## config.mk

```make
export PLATFORM = sky130hd
export DESIGN_NAME = spi_ram_ctrl
export DESIGN_NICKNAME = d
export VERILOG_FILES = /design/src/rtl/shared_pkg.sv /design/src/rtl/spi_ram_array.sv /design/src/rtl/spi_ram_ctrl.sv
export SDC_FILE = /design/constraint.sdc
export NUM_CORES = 2
export LEC_CHECK = 0
export CORE_UTILIZATION = 40
export DETAILED_ROUTE_END_ITERATION = 7
export PLACE_DENSITY_LB_ADDON = 0.1
export SYNTH_ARGS = -nofsm -noshare
export SYNTH_HDL_FRONTEND = slang
export SYNTH_SLANG_ARGS = --single-unit
```

## constraint.sdc

```tcl
create_clock -name clk -period 10.62 [get_ports clk]
set_input_delay 1.593 -clock clk [delete_from_list [all_inputs] [get_ports clk]]
set_output_delay 1.593 -clock clk [all_outputs]
set_load 0.02 [all_outputs]
```

## src/rtl/shared_pkg.sv

```systemverilog
// Shared command encoding, sub-FSM states and sizing defaults for the SPI RAM controller.
package shared_pkg;

    typedef enum logic [1:0] {
        WR_ADDR = 2'b00,
        WR_DATA = 2'b01,
        RD_ADDR = 2'b10,
        RD_DATA = 2'b11
    } ram_cmd_e;

    typedef enum logic {W_IDLE = 1'b0, W_ARMED = 1'b1} wr_state_e;
    typedef enum logic {R_IDLE = 1'b0, R_ARMED = 1'b1} rd_state_e;

    localparam int MEM_DEPTH_DEF = 256;
    localparam int ADDR_SIZE_DEF = 8;

    // Out-of-range payload addresses fold back into the array rather than erroring.
    function automatic int unsigned wrap_addr(input logic [7:0] payload, input int unsigned depth);
        return int'(payload) % depth;
    endfunction

endpackage

```

## src/rtl/spi_ram_array.sv

```systemverilog
// Single-port synchronous byte RAM; storage is never reset, only the read register is.
module spi_ram_array #(
    parameter int DEPTH = 256,
    parameter int AW    = 8
) (
    input  logic          clk,
    input  logic          rst_n,
    input  logic          we,
    input  logic          re,
    input  logic [AW-1:0] addr,
    input  logic [7:0]    din,
    output logic [7:0]    dout
);

    logic [7:0] mem [DEPTH];

    always_ff @(posedge clk) begin
        if (we) mem[addr] <= din;
    end

    // dout only moves on a real read so it can serve directly as the held tx byte.
    always_ff @(posedge clk or negedge rst_n) begin
        if (!rst_n)  dout <= '0;
        else if (re) dout <= mem[addr];
    end

endmodule

```

## src/rtl/spi_ram_ctrl.sv

```systemverilog
// Decodes 10-bit SPI slave words into RAM address/data commands with separate
// write and read pointers; read bytes come back on tx_data one cycle later.
module spi_ram_ctrl
    import shared_pkg::*;
#(
    parameter int MEM_DEPTH = MEM_DEPTH_DEF,
    parameter int ADDR_SIZE = ADDR_SIZE_DEF,
    parameter bit AUTO_INC  = 1'b1
) (
    input  logic       clk,
    input  logic       rst_n,
    input  logic [9:0] rx_data,
    input  logic       rx_valid,
    output logic [7:0] tx_data,
    output logic       tx_valid,
    output logic       cmd_err
);

    ram_cmd_e              cmd;
    wr_state_e             wr_st;
    rd_state_e             rd_st;
    logic [ADDR_SIZE-1:0]  wr_ptr;
    logic [ADDR_SIZE-1:0]  rd_ptr;
    logic [ADDR_SIZE-1:0]  payload_addr;
    logic                  do_wr;
    logic                  do_rd;
    logic                  seq_err;

    assign cmd          = ram_cmd_e'(rx_data[9:8]);
    assign payload_addr = ADDR_SIZE'(wrap_addr(rx_data[7:0], MEM_DEPTH));

    // rst_n gating drops a write whose edge lands while reset is held.
    assign do_wr   = rst_n && rx_valid && (cmd == WR_DATA) && (wr_st == W_ARMED);
    assign do_rd   = rx_valid && (cmd == RD_DATA) && (rd_st == R_ARMED);
    assign seq_err = rx_valid && (((cmd == WR_DATA) && (wr_st == W_IDLE)) ||
                                  ((cmd == RD_DATA) && (rd_st == R_IDLE)));

    function automatic logic [ADDR_SIZE-1:0] next_ptr(input logic [ADDR_SIZE-1:0] p);
        if (!AUTO_INC)                          return p;
        else if (p == ADDR_SIZE'(MEM_DEPTH-1))  return '0;
        else                                    return p + 1'b1;
    endfunction

    always_ff @(posedge clk or negedge rst_n) begin
        if (!rst_n) begin
            wr_st    <= W_IDLE;
            rd_st    <= R_IDLE;
            wr_ptr   <= '0;
            rd_ptr   <= '0;
            tx_valid <= 1'b0;
            cmd_err  <= 1'b0;
        end else begin
            tx_valid <= do_rd;
            cmd_err  <= seq_err;
            if (rx_valid) begin
                case (cmd)
                    WR_ADDR: begin
                        wr_ptr <= payload_addr;
                        wr_st  <= W_ARMED;
                    end
                    WR_DATA: if (wr_st == W_ARMED) wr_ptr <= next_ptr(wr_ptr);
                    RD_ADDR: begin
                        rd_ptr <= payload_addr;
                        rd_st  <= R_ARMED;
                    end
                    RD_DATA: if (rd_st == R_ARMED) rd_ptr <= next_ptr(rd_ptr);
                    default: ;
                endcase
            end
        end
    end

    spi_ram_array #(.DEPTH(MEM_DEPTH), .AW(ADDR_SIZE)) u_ram (
        .clk  (clk),
        .rst_n(rst_n),
        .we   (do_wr),
        .re   (do_rd),
        .addr (do_wr ? wr_ptr : rd_ptr),
        .din  (rx_data[7:0]),
        .dout (tx_data)
    );

endmodule

```

==> impl_metrics.tcl <==
set metrics [dict create \
    hold-path-endpoint "rd_st" \
    dr.pass1.iters 7 \
    register_area_sq_mm 0.06220 \
    grt_antenna_before_repair 9 \
    overflow 0 \
    clock_path_buffers 3 \
    ys_seq_area_share_pct 80.07 \
    drt_iter0_markers 5517 \
    synthMuxAreaShare_pct 0.06604 \
    worstSetupStartpoint "rx_data[9]" \
    ys_async_sr_fraction_pct 1.349 \
    vias_per_cell 6.158 \
    critPathMaxStageDelay_ns 0.82 \
    yosysMostFrequentCell "edfxtp_1" \
    clkSinkCount 2076 \
    worstPathCellList "clkdlybuf4s50_1, and4b_1, buf_4, and2_2, o21a_4, buf_4, a21oi_1, o41ai_1, a41oi_1, a2111oi_1, o21ai_1" \
    ys.flop_type "edfxtp_1" \
    hold_path.class "flip-flop to flip-flop" \
    cp_data_required_time_ns 11.32 \
    synthXorXnorAreaFrac_pct 0 \
    synth_adder_area_share_pct 0.03221 \
    critPathCaptureType "flip-flop" \
    cts_buffers 215 \
    p_sw_share_pct 27.02 \
    grt_pass1_wl_um 347900 \
    ant_nets 0 \
    syn-instance-count 4556 \
    wl_per_cell_um 33.88 \
    cpMaxStageDelayCell "and2_2" \
    r2r_start "wr_st" \
    grt_pass1_vias 43720 \
    routabilityCongestion 0.8402 \
    rows 161 \
    setup_violations 0 \
    synthTopCellsByArea "edfxtp_1, a22oi_1, a21oi_1" \
    internal-power_mw 13.92 \
    grt_start_max_net_pins 171 \
    dieHeight_um 442.7 \
    core_sq_mm 0.1928 \
    grt_usage_pct 24.83 \
    p_per_area_mw_per_mm2 217.0 \
    ys_top_cells_by_count "edfxtp_1, a22oi_1, a21oi_1, nor2_1, clkbuf_1" \
    wl_um 247700 \
    crit_buf_inv 3 \
    multi_input_area_sq_mm 0.01417 \
    cts-root-buf "clkbuf_16" \
    peakVddDrop_mv 0.1413 \
    critical_path_arrival_ns 7.09 \
    status "complete, no violations" \
    synth_compound_area_share_pct 14.66 \
    finalCritPeriodShare_pct 60.17 \
    crit_type "primary input to flip-flop" \
    p_leak_nw 26.30 \
    fillers 16660 \
    drc 0 \
    syn_to_final_growth_pct 13.12 \
    synth.top_cell.area_share_pct 79.17 \
    yosys.area.top_type "edfxtp_1" \
    portBuffers 22 \
    clk_pin_slew_ns 0.06 \
    synthSimpleGateAreaFrac_pct 3.117 \
    seq_power_share_pct 47.7 \
    synth_top_family_by_area "compound AO/OA/AOI/OAI gates" \
    relSlewSlack_pct 4.391 \
    rsz0062_at_grt "false" \
    insertion_delay_ns 0.86 \
    startpoint_type "primary input" \
    drv_cap 0 \
    drive_above_1_share_pct 10.64 \
    slew_viol_final 0 \
    combPwrFrac_pct 13.7 \
    dp_hpwl_um 141700 \
    syn_nets 4571 \
    synth_edf_count 2048 \
    skew_ns 0.04000 \
    cts_tree "yes" \
    finish.net_count 4618 \
    synth_warnings 0 \
    cp_max_fo 45 \
    dieArea_sq_mm 0.1960 \
    initial_core_util_pct 40.30 \
    worst_slew_pin_slew_ns 1.431 \
    cts_resized 0 \
    power_frac_clock_pct 38.6 \
    cts_setup_buffers 0 \
    netlist_area_sq_mm 0.07768 \
    hold_buffers 0 \
    reg2reg_depth 10 \
    hold_viol 0 \
    rr_endpoint "u_ram.dout[2]" \
    finalCriticalPeriod_ns 6.390 \
    fin_tns_setup_ns 0 \
    fp.dieW_um 442.7 \
    rrSetupSlack_ns 5.21 \
    ios 23 \
    avgSynthCellArea_sq_um 17.05 \
    clock.fmax_mhz 156.5 \
    h-tree-depth 4 \
    dr_total_vias 45020 \
    hold_path_depth 1 \
    final_util_pct 45.58 \
    switching_power_mw 5.154 \
    ys_types 69 \
    ys_seq_elements 2076 \
    crit_top_cell "buf_4" \
    critical-path-top-delay-family "compound AO/OA/AOI/OAI gates" \
    hp-start "rd_st" \
]
[layout by cell type (no fill, tap or decap), types with 46 or more instances in the layout]
cell / n
a21oi_1: 325
a221oi_1: 67
a222oi_1: 62
a22o_1: 94
a22oi_1: 727
buf_4: 135
clkbuf_1: 47
clkbuf_16: 218
clkinv_1: 56
edfxtp_1: 2048
nand2_1: 94
nand4_1: 47
nor2_1: 241
o21ai_0: 100
o22ai_1: 46
o41ai_1: 49
[registers in the layout (all words and copies together), names as in the netlist]
name        cells
u_ram.mem    2048
rd_ptr          8
u_ram.dout      8
wr_ptr          8
cmd_err         1
rd_st           1
tx_valid        1
wr_st           1
[logic make-up (layout without fill, tap and decap cells)]
group | after synthesis | in the layout
flip-flops | 2076 | 2076
AO/OA/AOI/OAI | 1593 | 1593
AND/OR/NAND/NOR | 530 | 530
buffers and inverters | 350 | 578
multiplexers | 5 | 5
adder cells (fa/ha/maj) | 2 | 2
other | 0 | 1
[layer usage]
| layer | vias up | global-route usage (%) | routed length, um |
|---|---|---|---|
| met4 | 2 | 6.526 | 6232 |
| met3 | 325 | 4.054 | 16360 |
| met1 | 23890 | 35.64 | 108900 |
| li1 | 19090 | - | - |
| met5 | - | 0 | 18 |
| met2 | 1714 | 39.28 | 116100 |
[stage by stage]
| step | instance area (sq um) | total power [mW] | hold slack (ns) | worst slack (ns) | instances |
|---|---|---|---|---|---|
| detailed placement | 81110 | 11.89 | 0.5079 | 3.436 | 6912 |
| global route | 87880 | 19.60 | 0.5439 | 3.933 | 7311 |
| global placement | 81100 | 11.89 | 0.5047 | 3.379 | 6911 |
| floorplan | 77680 | 10.61 | 0.4870 | 5.811 | 4556 |
| finish | 87880 | 19.07 | 0.5219 | 4.230 | 7311 |
| CTS | 87870 | 19.17 | 0.5240 | 4.279 | 7310 |
[final cells by class]
class	count	share of cell area [%]
clock inverters	130	1.242
clock buffers	268	6.456
multi-input cells	2130	16.12
inverters	8	0.03417
flip-flops and latches	2076	70.78
repair buffers	172	1.768
diodes	1	0.002848
well taps	2526	3.597
[power by group through the flow]
stage                     logic, mW  registers (mW)  clock network [mW]
after floorplan                1.38            9.24                   0
after global placement         2.62            9.27                   0
after detailed placement       2.62            9.27                   0
after CTS                      2.63            9.10                7.45
after global routing           2.75            9.10                7.75
final                          2.61            9.10                7.36
[worst reg2reg max path: stages, from the launching register on]
cell and delay [ns]:
dfrtp_1 0.41, and4b_1 0.21, buf_4 0.25, and2_2 0.84, o21a_4 0.51, buf_4 0.63, a21oi_1 0.26, o41ai_1 0.70
a41oi_1 0.74, a2111oi_1 0.60, o21ai_1 0.10
[how the worst max path moves through the flow]
stage	end	slack, ns	cells after the start
6_report	u_ram.dout[2]	4.23	11
5_1_grt	u_ram.dout[4]	3.93	12
4_1_cts	u_ram.dout[4]	4.28	12
3_5_place_dp	u_ram.dout[4]	3.44	12
3_3_place_gp	u_ram.dout[6]	3.38	12
2_1_floorplan	u_ram.mem[182][0]	5.81	12
Note: power is estimated with default switching activity, not from simulation.
